File: src/rtl/key_report_decoder_if.sv
// Byte-stream link from the USB host interface into the keyboard report decoder.
interface key_report_decoder_if;
  logic [7:0] byte_in;
  logic       byte_valid;
  logic       byte_sop;
  logic       byte_ready;

  modport master (output byte_in, output byte_valid, output byte_sop, input byte_ready);
  modport slave  (input byte_in, input byte_valid, input byte_sop, output byte_ready);
endinterface

File: src/rtl/key_report_decoder.sv
// Decodes HID boot-keyboard reports into one held keycode plus modifiers; results land two
// cycles after the last byte, and the single EVAL bubble is the only time byte_ready drops.
module key_report_decoder #(
  parameter bit         HOLD_ON_RELEASE = 1'b0,
  parameter logic [7:0] ERR_CODE        = 8'h01
) (
  input  logic                        Clk,
  input  logic                        Reset,
  key_report_decoder_if.slave         byte_bus,
  output logic [7:0]                  key,
  output logic                        key_strobe,
  output logic [7:0]                  modifiers,
  output logic [7:0]                  report_cnt
);

  typedef enum logic {COLLECT, EVAL} state_t;

  state_t          state_q, state_d;
  logic [2:0]      idx_q, idx_d;
  logic [7:0]      mod_buf_q, mod_buf_d;
  logic [5:0][7:0] slot_q, slot_d;
  logic [5:0][7:0] prev_q, prev_d;
  logic [7:0]      key_q, key_d;
  logic [7:0]      mod_q, mod_d;
  logic [7:0]      cnt_q, cnt_d;
  logic            strobe_q, strobe_d;

  logic [5:0]      in_prev;
  logic            discard;
  logic            a_vld, c_vld, keep;
  logic [7:0]      a_key, c_key, sel_key;

  assign byte_bus.byte_ready = (state_q == COLLECT);
  assign key        = key_q;
  assign key_strobe = strobe_q;
  assign modifiers  = mod_q;
  assign report_cnt = cnt_q;

  // Key selection over the fully collected report; ascending loops make the highest slot win.
  always_comb begin
    in_prev = '0;
    discard = 1'b1;
    a_vld   = 1'b0;
    a_key   = 8'h00;
    c_vld   = 1'b0;
    c_key   = 8'h00;
    keep    = 1'b0;
    for (int i = 0; i < 6; i++) begin
      for (int j = 0; j < 6; j++) begin
        if (slot_q[i] == prev_q[j]) in_prev[i] = 1'b1;
      end
    end
    for (int i = 0; i < 6; i++) begin
      if (slot_q[i] != ERR_CODE) discard = 1'b0;
      if (slot_q[i] != 8'h00) begin
        c_vld = 1'b1;
        c_key = slot_q[i];
        if (!in_prev[i]) begin
          a_vld = 1'b1;
          a_key = slot_q[i];
        end
        if (slot_q[i] == key_q) keep = 1'b1;
      end
    end
    if (a_vld)                sel_key = a_key;
    else if (keep)            sel_key = key_q;
    else if (c_vld)           sel_key = c_key;
    else if (HOLD_ON_RELEASE) sel_key = key_q;
    else                      sel_key = 8'h00;
  end

  always_comb begin
    state_d   = state_q;
    idx_d     = idx_q;
    mod_buf_d = mod_buf_q;
    slot_d    = slot_q;
    prev_d    = prev_q;
    key_d     = key_q;
    mod_d     = mod_q;
    cnt_d     = cnt_q;
    strobe_d  = 1'b0;
    case (state_q)
      COLLECT: begin
        if (byte_bus.byte_valid) begin
          if (byte_bus.byte_sop) begin
            mod_buf_d = byte_bus.byte_in;
            idx_d     = 3'd1;
          end else begin
            if (idx_q == 3'd0) mod_buf_d = byte_bus.byte_in;
            else if (idx_q >= 3'd2) slot_d[idx_q - 3'd2] = byte_bus.byte_in;
            idx_d = idx_q + 3'd1;
            if (idx_q == 3'd7) state_d = EVAL;
          end
        end
      end
      EVAL: begin
        state_d = COLLECT;
        idx_d   = 3'd0;
        if (!discard) begin
          key_d    = sel_key;
          strobe_d = (sel_key != key_q);
          mod_d    = mod_buf_q;
          prev_d   = slot_q;
          cnt_d    = cnt_q + 8'd1;
        end
      end
      default: state_d = COLLECT;
    endcase
  end

  always_ff @(posedge Clk) begin
    if (Reset) begin
      state_q   <= COLLECT;
      idx_q     <= 3'd0;
      mod_buf_q <= 8'h00;
      slot_q    <= '0;
      prev_q    <= '0;
      key_q     <= 8'h00;
      mod_q     <= 8'h00;
      cnt_q     <= 8'h00;
      strobe_q  <= 1'b0;
    end else begin
      state_q   <= state_d;
      idx_q     <= idx_d;
      mod_buf_q <= mod_buf_d;
      slot_q    <= slot_d;
      prev_q    <= prev_d;
      key_q     <= key_d;
      mod_q     <= mod_d;
      cnt_q     <= cnt_d;
      strobe_q  <= strobe_d;
    end
  end

endmodule

File: src/flat_wrapper.sv
// flat-port wrapper written by rule: the top's interface ports become plain ports
module key_report_decoder_flat 
#(
  parameter bit         HOLD_ON_RELEASE = 1'b0,
  parameter logic [7:0] ERR_CODE        = 8'h01
)
  (Clk, Reset, key, key_strobe, modifiers, report_cnt, byte_bus_byte_in, byte_bus_byte_valid, byte_bus_byte_sop, byte_bus_byte_ready);
  key_report_decoder_if byte_bus_i ();
  input  logic Clk;
  input  logic Reset;
  output logic [7:0] key;
  output logic key_strobe;
  output logic [7:0] modifiers;
  output logic [7:0] report_cnt;
  input wire logic [$bits(byte_bus_i.byte_in)-1:0] byte_bus_byte_in;
  input wire logic [$bits(byte_bus_i.byte_valid)-1:0] byte_bus_byte_valid;
  input wire logic [$bits(byte_bus_i.byte_sop)-1:0] byte_bus_byte_sop;
  output wire logic [$bits(byte_bus_i.byte_ready)-1:0] byte_bus_byte_ready;
  assign byte_bus_i.byte_in = byte_bus_byte_in;
  assign byte_bus_i.byte_valid = byte_bus_byte_valid;
  assign byte_bus_i.byte_sop = byte_bus_byte_sop;
  assign byte_bus_byte_ready = byte_bus_i.byte_ready;
  key_report_decoder #(.HOLD_ON_RELEASE(HOLD_ON_RELEASE), .ERR_CODE(ERR_CODE)) u_core (.Clk(Clk), .Reset(Reset), .byte_bus(byte_bus_i), .key(key), .key_strobe(key_strobe), .modifiers(modifiers), .report_cnt(report_cnt));
endmodule
File: config.mk
export PLATFORM = sky130hd
export DESIGN_NAME = key_report_decoder_flat
export DESIGN_NICKNAME = d
export VERILOG_FILES = /design/src/rtl/key_report_decoder_if.sv /design/src/rtl/key_report_decoder.sv /design/src/flat_wrapper.sv
export SDC_FILE = /design/constraint.sdc
export NUM_CORES = 1
export LEC_CHECK = 0
export ABC_AREA = 1
export BUFFER_PORTS_ARGS = -buffer_cell sky130_fd_sc_hd__buf_4
export CAP_MARGIN = 10
export CORE_UTILIZATION = 39
export CTS_CLUSTER_DIAMETER = 30
export CTS_CLUSTER_SIZE = 12
export DETAILED_ROUTE_END_ITERATION = 8
export GPL_TIMING_DRIVEN = 0
export PLACE_DENSITY_LB_ADDON = 0.1
export SETUP_SLACK_MARGIN = 0.3
export SYNTH_ARGS = -nofsm -noshare
export SYNTH_HDL_FRONTEND = slang
export SYNTH_SLANG_ARGS = --single-unit
File: constraint.sdc
create_clock -name Clk -period 2.65 [get_ports Clk]
set_input_delay 0.53 -clock Clk [delete_from_list [all_inputs] [get_ports Clk]]
set_output_delay 0.53 -clock Clk [all_outputs]
set_load 0.1 [all_outputs]
Yosys cells after proc, flatten, opt, wreduce, memory -nomap -nowiden
Cells that the tools add are included.

cells by class
  mux-type cells = 105
  multiply operators = 0
  equal/unequal tests = 51
  reduce and logical (&&, ||, !) cells = 13
  shifts and indexed selects = 0
  add/subtract/negate cells = 3
  divide/modulo/power cells = 0
  bitwise gates (word level) = 4
  order comparisons = 3

operators by type and width
  operator               number
  $eq A8 B8 Y1           42
  $mux W8                24
  $mux W1                75
  $bwmux W48             1
  $ne A8 B1 Y1 const B   6
  $reduce_bool A8 Y1     6
  $demux W8 S3           1
  $add A8 B1 Y8 const B  1
  $ne A8 B8 Y1           1
  $mux W3                2
  $pmux W3 S2            1
  $reduce_and A5 Y1      1
  $lt A3 B4 Y1 const B   1
  $not A1 Y1             4
  $add A3 B1 Y3 const B  1
  $eq A3 B3 Y1 const B   1
  $ge A3 B1 Y1 const B   1
  $ge A3 B2 Y1 const B   1
  $logic_not A3 Y1       1
  $reduce_and A3 Y1      1
  $reduce_or A3 Y1       1
  $sub A3 B2 Y3 const B  1
  $ne A2 B2 Y1 const B   1
  $pmux W1 S2            1
  3 further kinds        3

storage, ports and cells
  memory bits (writable) = 0
  latch bits = 0
  memories = 0
  input port bits = 12
  bits in registers = 133
  output and inout bits = 26
  bits in read-only memories = 0
  logic and storage cells = 198

Depth between registers and ports, before layout
  depth after elaboration = 21
  depth in mapped cells = 24
  mapped depth without buffers = 23

Worst setup path after synthesis
No wires, ideal clock.

  path type = reg2reg
  from = register u_core.key_q[3], in the netlist u_core.key[3]
  to = register u_core.strobe_q, in the netlist u_core.key_strobe
  period minus slack after synthesis = 2,750 ps
  path buffers = 2
  required time = 2,539 ps
  data arrival time = 2,638 ps
  cell stages (with the launch flop) = 20
  setup time = 111 ps
  slack = -100 ps
  path through = dfxtp_1 buf_2 inv_1 nand2_1 nand4_1 nor3_1 nand4_1 nand2_1 nor2_2 nand2_4 buf_6 nand2_1 o211ai_4 nand2_2 nand2_1 nand2_1 nor2_1 nand2_1 nor2_1 nor2_1

on the way
  word-level cells in the longest chain between the ends = 16
  elaborated cells between the ends (all ways) = 21
  classes of those cells = 7 x eq/ne; 14 x mux

ends and longest elaborated chain
  element                   line                       source
  start: declaration        key_report_decoder.sv:23   logic [7:0] key_q, key_d;
  start signal: assignment  key_report_decoder.sv:128  key_q <= key_d;
  $eq A8 B8 Y1              key_report_decoder.sv:62   if (slot_q[i] == key_q) keep = 1'b1;
  $mux W1                   key_report_decoder.sv:62
  $mux W1                   key_report_decoder.sv:55   if (slot_q[i] != 8'h00) begin
  $mux W1                   key_report_decoder.sv:62
  $mux W1                   key_report_decoder.sv:55
  $mux W1                   key_report_decoder.sv:62
  $mux W1                   key_report_decoder.sv:55
  $mux W1                   key_report_decoder.sv:62
  $mux W1                   key_report_decoder.sv:55
  $mux W1                   key_report_decoder.sv:62
  $mux W1                   key_report_decoder.sv:55
  $mux W1                   key_report_decoder.sv:62
  $mux W1                   key_report_decoder.sv:55
  $mux W8                   key_report_decoder.sv:66   else if (keep) sel_key = key_q;
  $mux W8                   key_report_decoder.sv:65   if (a_vld) sel_key = a_key;
  $ne A8 B8 Y1 *            key_report_decoder.sv:101  strobe_d = (sel_key != key_q);
  end signal: assignment    key_report_decoder.sv:131  strobe_q <= strobe_d;
  end: declaration          key_report_decoder.sv:26   logic strobe_q, strobe_d;

Every way passes the cells marked *; elsewhere a longest branch is shown, timed or not.
A chain may end at the register's enable or synchronous reset.

Final worst setup path
  from = register u_core.slot_q[13] in the netlist's numbering
  to = register u_core.strobe_q, in the netlist u_core.key_strobe

on the way
  word-level cells in the longest chain between the ends = 19
  elaborated cells between the ends (all ways) = 65
  classes of those cells = 9 x eq/ne; 54 x mux; 2 x reduce/logical

ends and longest elaborated chain
  element                             line                       source
  start: declaration                  key_report_decoder.sv:21   logic [5:0][7:0] slot_q, slot_d;
  start signal: assignment            key_report_decoder.sv:126  slot_q <= slot_d;
  $eq A8 B8 Y1                        key_report_decoder.sv:50   if (slot_q[i] == prev_q[j]) in_prev[i] = 1'b1;
  $mux W1 (6 in a row)                key_report_decoder.sv:50
  $mux W8 or $mux W1 (tied branches)  key_report_decoder.sv:58   if (!in_prev[i]) begin
  $mux W8 or $mux W1 (tied branches)  key_report_decoder.sv:55
  $mux W8 or $mux W1 (tied branches)  key_report_decoder.sv:58
  $mux W8 or $mux W1 (tied branches)  key_report_decoder.sv:55
  $mux W8 or $mux W1 (tied branches)  key_report_decoder.sv:58
  $mux W8 or $mux W1 (tied branches)  key_report_decoder.sv:55
  $mux W8 or $mux W1 (tied branches)  key_report_decoder.sv:58
  $mux W8 or $mux W1 (tied branches)  key_report_decoder.sv:55
  $mux W8 or $mux W1 (tied branches)  key_report_decoder.sv:58
  $mux W8 or $mux W1 (tied branches)  key_report_decoder.sv:55
  $mux W8                             key_report_decoder.sv:65
  $ne A8 B8 Y1                        key_report_decoder.sv:101

Parallel ways exist; a longest one is shown, timed or not.

==> results.md <==
* Status: finished with violations
* Failing checks: negative setup slack
* Worst slew pin tran at 1.43 ns
* Fin util at 0.541
* Crit-path max FO at 10
* R2R Path End: u_core.key_strobe
* CTS tree: done
* Rows at 62
* Final hold vios at 0
* Crit path time final at 2.68 ns
* Total Wirelength at 58,700 um
* #FFs+latches synth at 133
* Sw frac at 0.278
* IO Port Bufs at 37
* Setup crit end kind: flip-flop
* Clock Tree Root: clkbuf_16
* Die Wd at 173 um
* Worst r2r src: u_core.slot_q[13]
* Fraction of power consumed by sequential logic at 0.427
* Die Ht at 173 um
* Total negative slack at -0.0325 ns
* Layout Nets at 2,084
* Pwr dens at 303 nW/um2
* Slew Limit Fails at 0
* Fmax at 373 MHz
* Ys flop type: dfxtp_1
* Syn_nets at 1,924
* Setup crit start kind: flip-flop
* Hold Crit Depth at 2
* Clock Path Buffers at 2
* Syn. warnings at 0
* Net Sw Power at 0.00131 W
* Leak Pwr at 7.05 nW
* Initial DRC count at 1,747
* Clock power frac at 0.532
* Post-Syn Instances at 1,908
* DRT Pass-1 Iters at 7
* Tot Pwr at 0.00470 W
* Worst Setup EP: u_core.key_strobe
* GRT Util Overall at 0.370
* FILL cells at 2,929
* Max_cap viols at 0
* Crit. Startpoint: u_core.slot_q[13]
* Clock skew at 0.0192 ns
* Post-synth EDFFs at 0
* Combinational Power Share at 0.041
* Largest net degree at the start of global routing at 17
* Initial antenna violation count at 1
* Min-delay worst type: input pin to flip-flop
* Gpl congestion at 0.994
* Vias in the first global route at 12,400
* Seq/Total Area, Yosys at 0.234
* Area Growth Syn to Fin at 36.2%
* Placed insts at 2,329
* Routed wire per std cell at 23.8 um
* Cells on worst reg2reg path at 22
* DR DRC count at 0
* Fin worst setup slack at -0.0325 ns
* Layout cells sized above 1 at 0.310
* Syn Area/Cell at 5.97 um2
* Post-Place Worst Slack at -0.571 ns
* Global route overflow at 0
* Clock transition at path regs at 0.08 ns
* Kind of critical path: flip-flop to flip-flop
* Distinct cells, synth at 48
* Mapped Area at 11,400 um2
* Max-slew headroom at 0.0436
* Clock sink count at 133
* Pint at 0.00340 W
* CTS Buf Count at 17
* CORE AREA at 28,700 um2
* RSZ-0062 raised after global routing: true
* Post-synth ARST share at 0
* Worst-Skew Late Latency at 0.44 ns
* CTS H-Tree Depth at 4
* Post-route clock period utilization at 1.01
* Post-DP HPWL at 39,400 um
* Detail Route Antenna Nets at 0
* Vias at 14,200
* Worst Path Arrival at 3.02 ns
* Non-filler instance count after layout at 2,467
* First-pass GRT wire length at 81,200 um
* R2R setup slack at -0.03 ns
* Die area at 29,900 um2
* CP required at 2.99 ns
* Largest vdd supply drop at 396 uV
* Initial Util at 0.397
* I/O pins at 38
* Vias per cell at 5.77
* Final setup viols at 1
==> layout by cell type, fill, tap and decap left out, types with 45 or more instances in the layout <==
cell type,Yosys,routed
nor2_1,160,114
buf_6,18,62
o21ai_0,139,76
nand4_1,79,79
a21oi_2,2,45
buf_4,23,111
xor2_1,46,46
nand2_1,654,628
inv_1,123,77
o21ai_2,0,45
a21oi_1,152,105
xnor2_1,77,75
nand3_1,73,69
dfxtp_1,133,109
==> sequential cells by signal, summed over array words and instances (netlist names) <==
| signal | cells |
|---|---|
| u_core.prev_q | 48 |
| u_core.slot_q | 48 |
| u_core.key | 8 |
| u_core.mod_buf_q | 8 |
| u_core.modifiers | 8 |
| u_core.report_cnt | 8 |
| u_core.idx_q | 3 |
| u_core.key_strobe | 1 |
| u_core.state_q | 1 |
==> critical path: stages (launching register included) <==
cell     delay, ns
dfxtp_1       0.31
buf_6         0.16
inv_6         0.10
nand2_1       0.06
nand2_1       0.07
nand2_1       0.10
nor2_2        0.20
nand2_1       0.13
nand2_2       0.13
nor2_4        0.09
nand2_8       0.12
nand3_4       0.11
nor2_8        0.21
buf_6         0.13
nor2_1        0.03
nand2_1       0.10
nand2_2       0.07
nand2_2       0.06
nand2_2       0.06
nor2_4        0.12
nand2_2       0.08
nor2_2        0.10
nor2_1        0.04
==> power by group through the flow <==
| stage | registers [W] | clock network, W | logic, W |
|---|---|---|---|
| floorplan | 0.00205 | 0 | 0.0000751 |
| global placement | 0.00206 | 0 | 0.000150 |
| detailed placement | 0.00206 | 0 | 0.000151 |
| CTS | 0.00201 | 0.00251 | 0.000153 |
| global route | 0.00201 | 0.00258 | 0.000205 |
| finish | 0.00201 | 0.00250 | 0.000193 |
==> cells by family (layout without fill, tap and decap cells) <==
family                   after synthesis  after routing  synth area share
flip-flops                           133            133             0.234
other                                  0              2                 0
adder cells (fa/ha/maj)                4              4           0.00439
buffers and inverters                301            473             0.130
AND/OR/NAND/NOR                     1032           1033             0.392
XOR/XNOR                             123            123            0.0945
AO/OA/AOI/OAI                        315            315             0.145
==> per-layer routing <==
layer / global-route usage / up-vias / share of wire
met4: 0.187 / 0 / 0.066
met5: 0 / - / 0
li1: - / 6435 / -
met3: 0.0651 / 236 / 0.13
met1: 0.513 / 6606 / 0.40
met2: 0.547 / 966 / 0.41
==> how the worst min path moves through the flow <==
| stage | slack, ns | start | endpoint |
|---|---|---|---|
| 4_1_cts | 0.30 | Reset | u_core.idx_q[2] |
| 6_report | 0.31 | Reset | u_core.report_cnt[4] |
| 2_1_floorplan | 0.45 | u_core.mod_buf_q[0] | u_core.mod_buf_q[0] |
| 3_5_place_dp | 0.47 | u_core.mod_buf_q[0] | u_core.mod_buf_q[0] |
| 5_1_grt | 0.33 | Reset | u_core.report_cnt[4] |
| 3_3_place_gp | 0.46 | u_core.mod_buf_q[7] | u_core.mod_buf_q[7] |
==> metrics by stage <==
stage	hold slack, ns	cell area (um2)
6_report	0.310	15500
3_5_place_dp	0.469	12200
2_1_floorplan	0.450	11400
5_1_grt	0.332	15500
4_1_cts	0.300	13900
3_3_place_gp	0.460	12200
==> cells in the mapped netlist, types with 29 or more instances <==
library cell | instances | area (um2)
a21oi_1 | 152 | 761
buf_2 | 58 | 290
nor2_1 | 160 | 601
xnor2_1 | 77 | 674
inv_1 | 123 | 462
nand2_1 | 654 | 2450
nand3_1 | 73 | 365
dfxtp_1 | 133 | 2660
xor2_1 | 46 | 403
nand4_1 | 79 | 494
clkbuf_1 | 29 | 109
o21ai_0 | 139 | 696
==> layout make-up <==
type | count | area, um2 | share of cell area
antenna | 2 | 5.00 | 0.000322
inverter | 160 | 776 | 0.0500
multi-input combinational | 1475 | 8160 | 0.526
timing repair buffer | 140 | 1470 | 0.0949
tap | 384 | 480 | 0.0309
buffer | 141 | 1330 | 0.0857
clock buffer | 17 | 425 | 0.0274
sequential | 133 | 2710 | 0.175
clock inverter | 15 | 163 | 0.0105
==> timing repair <==
item | in CTS | in global routing
resized for setup | 199 | 414
buffers inserted | 60 | 32
gates cloned | 2 | 10
pin swaps | 40 | 87
endpoints found under the setup margin | 109 | 110
hold buffers | 0 | 0
No activity file was read; power rests on OpenSTA's default activity.
